File: src/rtl/sram_bist_pkg.sv
// Shared types and the March C- element table for the SRAM BIST controller.
// The table is bit-indexed by element number (E0 = bit 0).
package sram_bist_pkg;

   typedef enum logic [1:0] {
      IDLE,
      RUN,
      DRAIN,
      DONE
   } bist_state_t;

   localparam int ERR_CNT_W = 8;
   localparam int ELEM_W    = 3;
   localparam logic [ELEM_W-1:0] LAST_ELEM = 3'd5;

   // E0 up w0 | E1 up r0,w1 | E2 up r1,w0 | E3 dn r0,w1 | E4 dn r1,w0 | E5 up r0
   localparam logic [7:0] ELEM_DOWN    = 8'b0001_1000;
   localparam logic [7:0] ELEM_TWO_OPS = 8'b0001_1110;
   localparam logic [7:0] ELEM_HAS_RD  = 8'b0011_1110;
   localparam logic [7:0] ELEM_RD_ONE  = 8'b0001_0100;
   localparam logic [7:0] ELEM_WR_ONE  = 8'b0000_1010;

   // Op 0 is the read when the element has one; op 1 is always the write.
   function automatic logic elem_op_is_rd(input logic [ELEM_W-1:0] e, input logic op);
      return ELEM_HAS_RD[e] && !op;
   endfunction

   function automatic logic elem_op_data(input logic [ELEM_W-1:0] e, input logic op);
      return elem_op_is_rd(e, op) ? ELEM_RD_ONE[e] : ELEM_WR_ONE[e];
   endfunction

endpackage

File: src/rtl/sram_bist_chk.sv
// Read-expectation pipe and comparator: matches each read against A_DOUT
// P_RD_LAT cycles later, captures the first miscompare and counts the rest.
module sram_bist_chk
   import sram_bist_pkg::*;
#(
   parameter int P_ADDR_WIDTH = 10,
   parameter int P_DATA_WIDTH = 8,
   parameter int P_RD_LAT     = 1
) (
   input  logic                    A_CLK,
   input  logic                    A_RESET_N,
   input  logic                    clr,
   input  logic                    rd_vld,
   input  logic [P_DATA_WIDTH-1:0] rd_exp,
   input  logic [P_ADDR_WIDTH-1:0] rd_addr,
   input  logic [ELEM_W-1:0]       rd_elem,
   input  logic [P_DATA_WIDTH-1:0] rd_data,
   output logic                    fail,
   output logic [P_ADDR_WIDTH-1:0] fail_addr,
   output logic [ELEM_W-1:0]       fail_elem,
   output logic [P_DATA_WIDTH-1:0] fail_bits,
   output logic [ERR_CNT_W-1:0]    err_cnt
);

   typedef struct packed {
      logic                    vld;
      logic [P_DATA_WIDTH-1:0] exp;
      logic [P_ADDR_WIDTH-1:0] addr;
      logic [ELEM_W-1:0]       elem;
   } chk_ent_t;

   chk_ent_t pipe_reg [P_RD_LAT];
   chk_ent_t head_ent;
   chk_ent_t tail_ent;
   logic     miscmp;

   logic                    fail_reg;
   logic [P_ADDR_WIDTH-1:0] fail_addr_reg;
   logic [ELEM_W-1:0]       fail_elem_reg;
   logic [P_DATA_WIDTH-1:0] fail_bits_reg;
   logic [ERR_CNT_W-1:0]    err_cnt_reg;

   assign head_ent = {rd_vld, rd_exp, rd_addr, rd_elem};

   genvar gi;
   generate
      for (gi = 0; gi < P_RD_LAT; gi++) begin : g_pipe
         if (gi == 0) begin : g_head
            always_ff @(posedge A_CLK or negedge A_RESET_N) begin
               if (!A_RESET_N) pipe_reg[gi] <= '0;
               else            pipe_reg[gi] <= head_ent;
            end
         end else begin : g_tail
            always_ff @(posedge A_CLK or negedge A_RESET_N) begin
               if (!A_RESET_N) pipe_reg[gi] <= '0;
               else            pipe_reg[gi] <= pipe_reg[gi-1];
            end
         end
      end
   endgenerate

   assign tail_ent = pipe_reg[P_RD_LAT-1];
   // Case inequality so an undriven or X read word is reported as a failure.
   assign miscmp   = tail_ent.vld && (rd_data !== tail_ent.exp);

   always_ff @(posedge A_CLK or negedge A_RESET_N) begin
      if (!A_RESET_N) begin
         fail_reg      <= 1'b0;
         fail_addr_reg <= '0;
         fail_elem_reg <= '0;
         fail_bits_reg <= '0;
         err_cnt_reg   <= '0;
      end else if (clr) begin
         fail_reg      <= 1'b0;
         fail_addr_reg <= '0;
         fail_elem_reg <= '0;
         fail_bits_reg <= '0;
         err_cnt_reg   <= '0;
      end else if (miscmp) begin
         if (!fail_reg) begin
            fail_addr_reg <= tail_ent.addr;
            fail_elem_reg <= tail_ent.elem;
            fail_bits_reg <= rd_data ^ tail_ent.exp;
         end
         fail_reg <= 1'b1;
         if (err_cnt_reg != {ERR_CNT_W{1'b1}}) err_cnt_reg <= err_cnt_reg + ERR_CNT_W'(1);
      end
   end

   assign fail      = fail_reg;
   assign fail_addr = fail_addr_reg;
   assign fail_elem = fail_elem_reg;
   assign fail_bits = fail_bits_reg;
   assign err_cnt   = err_cnt_reg;

endmodule

File: src/rtl/sram_march_bist_ctrl.sv
// March C- BIST sequencer for a 1P SRAM BIST port: walks elements and
// addresses one command per cycle, then drains the read pipe before DONE.
module sram_march_bist_ctrl
   import sram_bist_pkg::*;
#(
   parameter int P_ADDR_WIDTH = 10,
   parameter int P_DATA_WIDTH = 8,
   parameter int P_RD_LAT     = 1
) (
   input  logic                    A_CLK,
   input  logic                    A_RESET_N,
   input  logic                    A_START,
   output logic                    A_BUSY,
   output logic                    A_DONE,
   output logic                    A_FAIL,
   output logic [P_ADDR_WIDTH-1:0] A_FAIL_ADDR,
   output logic [ELEM_W-1:0]       A_FAIL_ELEM,
   output logic [P_DATA_WIDTH-1:0] A_FAIL_BITS,
   output logic [ERR_CNT_W-1:0]    A_ERR_CNT,
   output logic                    A_BIST_EN,
   output logic                    A_BIST_MEN,
   output logic                    A_BIST_WEN,
   output logic                    A_BIST_REN,
   output logic [P_ADDR_WIDTH-1:0] A_BIST_ADDR,
   output logic [P_DATA_WIDTH-1:0] A_BIST_DIN,
   output logic [P_DATA_WIDTH-1:0] A_BIST_BM,
   input  logic [P_DATA_WIDTH-1:0] A_DOUT
);

   localparam logic [P_ADDR_WIDTH-1:0] ADDR_MAX   = '1;
   localparam logic [1:0]              DRAIN_LAST = 2'(P_RD_LAT - 1);

   bist_state_t             state_reg;
   logic [ELEM_W-1:0]       elem_reg;
   logic                    op_reg;
   logic [1:0]              drain_cnt_reg;
   logic                    busy_reg;
   logic                    done_reg;
   logic                    en_reg;
   logic                    wen_reg;
   logic                    ren_reg;
   logic [P_ADDR_WIDTH-1:0] addr_reg;
   logic [P_DATA_WIDTH-1:0] din_reg;
   logic [P_DATA_WIDTH-1:0] bm_reg;

   logic                    go;
   logic                    op_last;
   logic                    addr_last;
   logic                    run_last;
   logic                    reload;
   logic [ELEM_W-1:0]       elem_next;
   logic [P_ADDR_WIDTH-1:0] addr_next;
   logic                    op_next;
   logic [ELEM_W-1:0]       sel_elem;
   logic [P_ADDR_WIDTH-1:0] sel_addr;
   logic                    sel_op;
   logic                    sel_rd;
   logic [P_DATA_WIDTH-1:0] sel_data;

   assign go = A_START && (state_reg == IDLE || state_reg == DONE);

   // Next position in the march; sel_* is what the command registers load.
   always_comb begin
      op_last   = !ELEM_TWO_OPS[elem_reg] || op_reg;
      addr_last = ELEM_DOWN[elem_reg] ? (addr_reg == '0) : (addr_reg == ADDR_MAX);
      run_last  = op_last && addr_last && (elem_reg == LAST_ELEM);
      elem_next = elem_reg;
      addr_next = addr_reg;
      op_next   = 1'b0;
      reload    = 1'b0;
      if (!op_last) begin
         op_next = 1'b1;
      end else if (!addr_last) begin
         addr_next = ELEM_DOWN[elem_reg] ? addr_reg - P_ADDR_WIDTH'(1)
                                         : addr_reg + P_ADDR_WIDTH'(1);
      end else begin
         elem_next = elem_reg + ELEM_W'(1);
         reload    = 1'b1;
      end
      if (reload) addr_next = ELEM_DOWN[elem_next] ? ADDR_MAX : '0;

      sel_elem = go ? '0 : elem_next;
      sel_addr = go ? '0 : addr_next;
      sel_op   = go ? 1'b0 : op_next;
      sel_rd   = elem_op_is_rd(sel_elem, sel_op);
      sel_data = {P_DATA_WIDTH{elem_op_data(sel_elem, sel_op)}};
   end

   always_ff @(posedge A_CLK or negedge A_RESET_N) begin
      if (!A_RESET_N) begin
         state_reg     <= IDLE;
         elem_reg      <= '0;
         op_reg        <= 1'b0;
         drain_cnt_reg <= '0;
         busy_reg      <= 1'b0;
         done_reg      <= 1'b0;
         en_reg        <= 1'b0;
         wen_reg       <= 1'b0;
         ren_reg       <= 1'b0;
         addr_reg      <= '0;
         din_reg       <= '0;
         bm_reg        <= '0;
      end else begin
         case (state_reg)
            IDLE, DONE: begin
               if (A_START) begin
                  state_reg <= RUN;
                  busy_reg  <= 1'b1;
                  done_reg  <= 1'b0;
                  en_reg    <= 1'b1;
                  bm_reg    <= '1;
                  elem_reg  <= sel_elem;
                  op_reg    <= sel_op;
                  addr_reg  <= sel_addr;
                  wen_reg   <= !sel_rd;
                  ren_reg   <= sel_rd;
                  din_reg   <= sel_data;
               end
            end
            RUN: begin
               if (run_last) begin
                  state_reg     <= DRAIN;
                  drain_cnt_reg <= '0;
                  wen_reg       <= 1'b0;
                  ren_reg       <= 1'b0;
                  addr_reg      <= '0;
                  din_reg       <= '0;
               end else begin
                  elem_reg <= sel_elem;
                  op_reg   <= sel_op;
                  addr_reg <= sel_addr;
                  wen_reg  <= !sel_rd;
                  ren_reg  <= sel_rd;
                  din_reg  <= sel_data;
               end
            end
            DRAIN: begin
               // Hold the macro enabled until the last read's data is compared.
               if (drain_cnt_reg == DRAIN_LAST) begin
                  state_reg <= DONE;
                  busy_reg  <= 1'b0;
                  done_reg  <= 1'b1;
                  en_reg    <= 1'b0;
                  bm_reg    <= '0;
               end else begin
                  drain_cnt_reg <= drain_cnt_reg + 2'(1);
               end
            end
            default: state_reg <= IDLE;
         endcase
      end
   end

   sram_bist_chk #(
      .P_ADDR_WIDTH (P_ADDR_WIDTH),
      .P_DATA_WIDTH (P_DATA_WIDTH),
      .P_RD_LAT     (P_RD_LAT)
   ) u_chk (
      .A_CLK     (A_CLK),
      .A_RESET_N (A_RESET_N),
      .clr       (go),
      .rd_vld    (ren_reg),
      .rd_exp    (din_reg),
      .rd_addr   (addr_reg),
      .rd_elem   (elem_reg),
      .rd_data   (A_DOUT),
      .fail      (A_FAIL),
      .fail_addr (A_FAIL_ADDR),
      .fail_elem (A_FAIL_ELEM),
      .fail_bits (A_FAIL_BITS),
      .err_cnt   (A_ERR_CNT)
   );

   assign A_BUSY      = busy_reg;
   assign A_DONE      = done_reg;
   assign A_BIST_EN   = en_reg;
   assign A_BIST_MEN  = en_reg;
   assign A_BIST_WEN  = wen_reg;
   assign A_BIST_REN  = ren_reg;
   assign A_BIST_ADDR = addr_reg;
   assign A_BIST_DIN  = din_reg;
   assign A_BIST_BM   = bm_reg;

endmodule

File: config.mk
export PLATFORM = sky130hd
export DESIGN_NAME = sram_march_bist_ctrl
export DESIGN_NICKNAME = d
export VERILOG_FILES = /design/src/rtl/sram_bist_pkg.sv /design/src/rtl/sram_bist_chk.sv /design/src/rtl/sram_march_bist_ctrl.sv
export SDC_FILE = /design/constraint.sdc
export NUM_CORES = 1
export LEC_CHECK = 0
export BUFFER_PORTS_ARGS = -buffer_cell sky130_fd_sc_hd__buf_2
export CAP_MARGIN = 0
export CORE_ASPECT_RATIO = 1.4
export CORE_UTILIZATION = 51
export CTS_CLUSTER_SIZE = 14
export DETAILED_ROUTE_END_ITERATION = 16
export PLACE_DENSITY_LB_ADDON = 0.05
export SLEW_MARGIN = 20
export SYNTH_ARGS = -nofsm -noshare
export SYNTH_HDL_FRONTEND = slang
export SYNTH_HIERARCHICAL = 1
export SYNTH_SLANG_ARGS = --single-unit
export TNS_END_PERCENT = 50
File: constraint.sdc
create_clock -name A_CLK -period 2.75 [get_ports A_CLK]
set_input_delay 0 -clock A_CLK [delete_from_list [all_inputs] [get_ports A_CLK]]
set_output_delay 0 -clock A_CLK [all_outputs]
set_load 0.01 [all_outputs]
==> reports/qor.csv, run 1 <==
stage,metric,value,unit
status,outcome,completed,
timing,"Slew Viols, Final",0,
timing,Layout Skew,0.00808,ns
cells_and_area,fin cells,561,
yosys,Post-Synth Adder-Cell Area,5.89,%
cells_and_area,Fillers,613,
yosys,Netlist cell types,65,
die,core area,7410,um2
power_and_ir_drop,Pwr per Cell Area,1080,nW/um2
yosys,"Net Count, Synth",412,
yosys,Most used DFF post-synth,dfrtp_1,
yosys,Post-synth EDFFs,0,
die,IO Count,73,
cells_and_area,final core utilization,64.4,%
clock_network,clk slew on worst S/H paths,0.08,ns
die,Initial Util,53.4,%
yosys,synthesized area per cell,10.3,um2
timing,Worst-Margin Slew,1.09,ns
critical_path,Max Fanout on Critical Path,7,
placement,Post-DP HPWL,5.99,mm
timing,number of setup violations in the final report,0,
die,Die Ht,106,um
clock_network,CTS Buf Count,9,
cells_and_area,max FFs per register,22,
cells_and_area,share of cells above drive strength 1,28.2,%
critical_path,CP startpoint kind,flip-flop,
critical_path,WP data required,3.02,ns
timing,hold violation total from the final report,0,
routing,final wirelength,8.90,mm
timing,fin crit period,2.68,ns
routing,antenna-violating nets left,0,
grt,initial antenna violation count,0,
timing,Max Clk Rate,0.373,GHz
clock_network,CTS Root Cell,clkbuf_8,
clock_network,Skew-Pair Late Insertion Delay,0.36,ns
yosys,XOR/XNOR share of the synthesized area,3.10,%
yosys,Yosys top cell area share,47.5,%
grt,vias in the first global route,3044,
yosys,compound-cell area share of the yosys netlist,14.4,%
yosys,main combinational cell family by area after synthesis,simple AND/OR/NAND/NOR gates,
yosys,mapped cell area,3950,um2
timing,unrepaired setup endpoints after global routing,yes,
routing,total number of vias,3104,
grt,gr usage total,23.5,%
yosys,Ys Warns,6,
critical_path,reg2reg start,elem_reg[0]$_DFFE_PN0P_,
critical_path,RR Endpoint,A_BIST_ADDR[9]$_DFFE_PN0P_,
placement,Cells after DPL,531,
grt,largest net degree at the start of global routing,76,
timing,final worst-path cycle share,97.6,%
die,Die W,76.4,um
power_and_ir_drop,largest vdd supply drop,0.794,mV
yosys,mux cell area share after synthesis,5.92,%
grt,first-pass GRT wire length,14.9,mm
placement,Final GP Congestion,0.868,
clock_network,H-tree Lvls,3,
yosys,synth top area cells,"dfrtp_1, ha_1, mux2i_1",
routing,TritonRoute pass-1 iters,4,
power_and_ir_drop,Lkg Pwr,2.27,nW
grt,total congestion overflow,0,
yosys,Mapped Cells,383,
cells_and_area,n_diodes,0,
flow_run,count of max-cap constraint violations,0,
yosys,Post-synth top cells,"dfrtp_1, nor2_1, nand2_1, o21ai_0",
routing,post-DR vias/cell,5.53,
routing,drt initial violations,143,
clock_network,Clock Sinks,75,
yosys,post-synthesis sequential area ratio,47.5,%
min_path,HP Class,primary input to async pin,
clock_network,clock buffer depth,2,
power_and_ir_drop,Tot Pwr,0.00516,W
cells_and_area,synth-to-layout area growth,20.7,%
critical_path,crit end category,flip-flop,
critical_path,reg2reg setup slack,0.07,ns
routing,remaining routing DRC violations,0,
die,# rows,37,
critical_path,Worst R2R Path Depth,9,
yosys,Synth area leader,dfrtp_1,
yosys,synthesis-stage register bit count,75,
routing,WL per Instance,15.9,um
yosys,Synth Area in Simple Gates,16.9,%
critical_path,CP Class,flip-flop to flip-flop,
critical_path,critical path arrival,2.95,ns
cells_and_area,NumNets Final,488,
yosys,most numerous cell in the Yosys netlist,dfrtp_1,
clock_network,CTS tree,yes,
yosys,fraction of registers with async set or reset after synthesis,100,%
die,full die area,8110,um2
placement,IO buf count,72,
timing,Rel. slew slack,27.2,%
## final cells by class
| class | count | area, um2 | area share, % |
|---|---|---|---|
| well taps | 97 | 121 | 2.54 |
| multi-input cells | 267 | 1950 | 40.8 |
| repair buffers | 96 | 568 | 11.9 |
| flip-flops and latches | 75 | 1880 | 39.4 |
| inverters | 10 | 37.5 | 0.787 |
| clock buffers | 11 | 131 | 2.75 |
| clock inverters | 5 | 86.3 | 1.81 |
## logic make-up after synthesis
family / count (synthesis)
flip-flops: 75
adder cells (fa/ha/maj): 18
multiplexers: 22
buffers and inverters: 42
AND/OR/NAND/NOR: 128
XOR/XNOR: 14
AO/OA/AOI/OAI: 84
## worst max-delay path by stage
stage / end / cells past startpoint / slack (ns) / startpoint
after floorplan: A_BIST_ADDR[9]$_DFFE_PN0P_ / 10 / 0.003 / elem_reg[0]$_DFFE_PN0P_
after global placement: A_BIST_ADDR[9]$_DFFE_PN0P_ / 10 / 0.03 / elem_reg[0]$_DFFE_PN0P_
after detailed placement: A_BIST_ADDR[9]$_DFFE_PN0P_ / 10 / -0.06 / elem_reg[0]$_DFFE_PN0P_
after CTS: A_BIST_ADDR[9]$_DFFE_PN0P_ / 10 / 0.02 / elem_reg[1]$_DFFE_PN0P_
after global routing: A_BIST_ADDR[9]$_DFFE_PN0P_ / 10 / -0.03 / elem_reg[1]$_DFFE_PN0P_
final: A_BIST_ADDR[9]$_DFFE_PN0P_ / 9 / 0.07 / elem_reg[0]$_DFFE_PN0P_
## per-layer routing
layer  part of all wire (%)  global-route usage [%]  vias to the layer above  routed length (um)
li1                       -                       -                     1506                   -
met1                     44                    29.3                     1497                3880
met2                     50                    39.1                       87                4480
met3                    4.4                    5.67                       14                 388
met4                    1.7                    9.75                        0                 152
met5                      0                       0                        -                   0
## layout by cell type (no fill, tap or decap), drive strengths merged, types with 3 or more instances in the layout
master and instances:
o21ai 19, a21oi 18, nand2 30, nor3 4, dfrtp 75, a211oi 10
mux2 6, xnor2 13, a21boi 4, clkbuf 11, buf 86, or3 4
and2 3, or4 5, o211ai 3, ha 17, mux2i 17, dlygate4sd3 10
nor2 39, nand2b 8, nand3 7, nor2b 6, inv 11, o31ai 4
o21a 4, nor4 3, nand4 7
## through the flow
stage	hold WS (ns)	instance area, um2	TNS [ns]	worst slack, ns
after floorplan	-0.296	4040	0	0.00274
after CTS	0.366	4730	0	0.0162
after global routing	0.405	4770	-0.0452	-0.0331
final	0.332	4770	0	0.0661
after detailed placement	0.208	4390	-0.0759	-0.0563
after global placement	0.199	4390	0	0.0270
## where the power goes
group	internal [W]	total, W	switching [W]
combinational	0.00106	0.00250	0.00144
clock	0.000518	0.000940	0.000422
sequential	0.00142	0.00172	0.000296
total	0.00300	0.00516	0.00215
## worst max-delay path: stages, from the launching register on
cell	delay [ns]
dfrtp_2	0.43
ha_2	0.21
mux2_4	0.37
ha_4	0.31
and3_1	0.15
a221o_1	0.19
nand4_1	0.11
and4_1	0.23
or4_1	0.49
o211ai_1	0.09
## timing repair
action,4_1_cts,5_1_grt
hold buffers,10,0
gates cloned,1,0
endpoints found under the hold margin,84,0
endpoints found under the setup margin,3,7
setup buffers,1,2
pin swaps,1,7
gates resized for setup,2,6
No activity file was read; power rests on OpenSTA's default activity.
==> run 2: changes to the inputs <==
--- a/config.mk
+++ b/config.mk
@@ -8,7 +8,7 @@
 export BUFFER_PORTS_ARGS = -buffer_cell sky130_fd_sc_hd__buf_2
 export CAP_MARGIN = 0
 export CORE_ASPECT_RATIO = 1.4
-export CORE_UTILIZATION = 51
+export CORE_UTILIZATION = 32
 export CTS_CLUSTER_SIZE = 14
 export DETAILED_ROUTE_END_ITERATION = 16
 export PLACE_DENSITY_LB_ADDON = 0.05
==> run 2 against run 1 <==
- final cell count grew 10%
- clock power grew 29%
- combinational power up 3%
- via count increased by 0.81%
- final area grew 4.5%
- die area is 58% higher
- setup slack gained 0.020 ns
- routed wire length up 12%
- sequential power about the same
- register-to-register slack better by 0.02 ns
- maximum frequency rose by 0.73%
- highest routed layer unchanged
- core utilization decreased by 23 points
==> reports/qor.csv, run 2 (synthesis gave the netlist of run 1 again) <==
stage,metric,value,unit
placement,Cells after DPL,590,
cells_and_area,share of cells above drive strength 1,29.1,%
die,core area,11900,um2
cells_and_area,n_diodes,0,
placement,Post-DP HPWL,6.66,mm
critical_path,CP startpoint kind,flip-flop,
routing,final wirelength,9.97,mm
die,IO Count,73,
critical_path,RR Endpoint,A_BIST_ADDR[9]$_DFFE_PN0P_,
power_and_ir_drop,Switching Share,40.8,%
die,Die W,95.9,um
clock_network,clk slew on worst S/H paths,0.06,ns
grt,initial antenna violation count,0,
critical_path,reg2reg start,elem_reg[0]$_DFFE_PN0P_,
critical_path,CP top delay family,simple AND/OR/NAND/NOR gates,
power_and_ir_drop,Lkg Pwr,2.36,nW
grt,largest net degree at the start of global routing,76,
power_and_ir_drop,internal power,0.00326,W
cells_and_area,Fillers,1162,
cells_and_area,NumNets Final,495,
power_and_ir_drop,Flop pwr share,31.3,%
power_and_ir_drop,Clock Power Share,21.9,%
cells_and_area,synth-to-layout area growth,26.1,%
clock_network,H-tree Lvls,3,
timing,fin crit period,2.66,ns
grt,gr usage total,16.3,%
timing,Worst-Margin Slew,0.728,ns
timing,worst hold margin,0.261,ns
timing,hold violation total from the final report,0,
grt,total congestion overflow,0,
grt,vias in the first global route,3013,
routing,post-DR vias/cell,5.06,
grt,met2 Track Usage GR,26.4,%
routing,TritonRoute pass-1 iters,4,
timing,"Slew Viols, Final",0,
critical_path,CP Class,flip-flop to flip-flop,
die,# rows,47,
timing,Max Clk Rate,0.375,GHz
timing,unrepaired setup endpoints after global routing,yes,
clock_network,CTS Buf Count,9,
cells_and_area,final core utilization,41.8,%
cells_and_area,max FFs per register,22,
power_and_ir_drop,Pwr per Cell Area,1100,nW/um2
critical_path,Critical-path top delay cell,or4_1,
cells_and_area,most frequent cells in the layout,"dfrtp_1, buf_2, nor2_1",
timing,worst setup margin,0.0857,ns
critical_path,Worst R2R Path Depth,9,
routing,antenna-violating nets left,0,
critical_path,WP data required,3.01,ns
timing,Rel. slew slack,51.5,%
clock_network,Clock Sinks,75,
grt,grt met3 use,4.22,%
placement,worst slack at placement,0.0351,ns
clock_network,CTS tree,yes,
critical_path,critical path arrival,2.92,ns
routing,drt initial violations,97,
critical_path,reg2reg setup slack,0.09,ns
status,outcome,completed,
timing,setup TNS,0,ns
grt,grt peak-use layer,met2,
power_and_ir_drop,largest vdd supply drop,0.438,mV
placement,IO buf count,72,
flow_run,count of max-cap constraint violations,0,
die,Initial Util,33.1,%
critical_path,CP cell instances,ha_2 > mux2_4 > ha_4 > and3_1 > a221o_1 > nand4_1 > and4_1 > or4_1 > o211ai_1,
clock_network,clock buffer depth,2,
clock_network,Skew-Pair Late Insertion Delay,0.34,ns
critical_path,CP max stage delay,0.50,ns
min_path,HP Class,primary input to async pin,
die,full die area,12800,um2
grt,met1 usage,20.5,%
placement,Final GP Congestion,0.787,
critical_path,Max Fanout on Critical Path,7,
power_and_ir_drop,Switch Pwr,0.00225,W
timing,number of setup violations in the final report,0,
critical_path,"Buf+Inv Stages, Crit Path",0,
routing,WL per Instance,16.1,um
routing,remaining routing DRC violations,0,
clock_network,CTS Root Cell,clkbuf_16,
routing,total number of vias,3129,
critical_path,crit end category,flip-flop,
grt,first-pass GRT wire length,15.6,mm
timing,final worst-path cycle share,96.9,%
die,Die Ht,134,um
power_and_ir_drop,Comb power frac,46.8,%
cells_and_area,"commonest non-fill, non-tap cell in the layout",dfrtp_1,
cells_and_area,fin cells,618,
timing,Layout Skew,0.00592,ns
## run 2: changes by cell type in the layout (fill, tap and decap cells not counted), sizes merged
cell,previous run,this run
buf,86,93
clkbuf,11,9
clkinv,2,4
bufinv,2,1
inv,11,12
## run 2: worst max-delay path by stage
stage                            start                          to  slack [ns]  depth (start not counted)
2_1_floorplan  elem_reg[0]$_DFFE_PN0P_  A_BIST_ADDR[9]$_DFFE_PN0P_       0.003                         10
3_3_place_gp   elem_reg[0]$_DFFE_PN0P_  A_BIST_ADDR[9]$_DFFE_PN0P_        0.08                          9
3_5_place_dp   elem_reg[0]$_DFFE_PN0P_  A_BIST_ADDR[9]$_DFFE_PN0P_        0.04                         10
4_1_cts        elem_reg[0]$_DFFE_PN0P_  A_BIST_ADDR[9]$_DFFE_PN0P_        0.02                         10
5_1_grt        elem_reg[1]$_DFFE_PN0P_  A_BIST_ADDR[9]$_DFFE_PN0P_       -0.02                         10
6_report       elem_reg[0]$_DFFE_PN0P_  A_BIST_ADDR[9]$_DFFE_PN0P_        0.09                          9
## run 2: metal layers
| metal | share of wire [%] | up-vias | wire length (um) |
|---|---|---|---|
| met2 | 51 | 67 | 5050 |
| met5 | 0 | - | 0 |
| li1 | - | 1531 | - |
| met3 | 3.6 | 11 | 358 |
| met1 | 44 | 1520 | 4400 |
| met4 | 1.6 | 0 | 163 |
## run 2: what timing repair did
action,in CTS,in global routing
setup endpoints to repair,0,6
hold buffers,10,0
hold endpoints to repair,84,0
gates resized for setup,0,3
setup buffers,0,1
## run 2: power by group through the flow
stage               registers [W]  logic [W]  clock network, W
global placement          0.00174    0.00252                 0
CTS                       0.00173    0.00255           0.00124
finish                    0.00173    0.00257           0.00121
floorplan                 0.00178    0.00171                 0
global route              0.00178    0.00287           0.00130
detailed placement        0.00175    0.00253                 0
## run 2: layout make-up
cell class / instances / area (um2) / share of cell area (%)
Tap cell: 147 / 184 / 3.69
Clock inverter: 7 / 75.1 / 1.51
Sequential cell: 75 / 1880 / 37.7
Timing Repair Buffer: 103 / 649 / 13.0
Inverter: 10 / 37.5 / 0.753
Multi-Input combinational cell: 267 / 1940 / 38.8
Clock buffer: 9 / 225 / 4.52
## run 2: metrics by stage
step,power [W],instance area (um2)
after global routing,0.00596,4980
after CTS,0.00552,4950
after detailed placement,0.00429,4550
after global placement,0.00427,4550
final,0.00550,4980
after floorplan,0.00349,4040
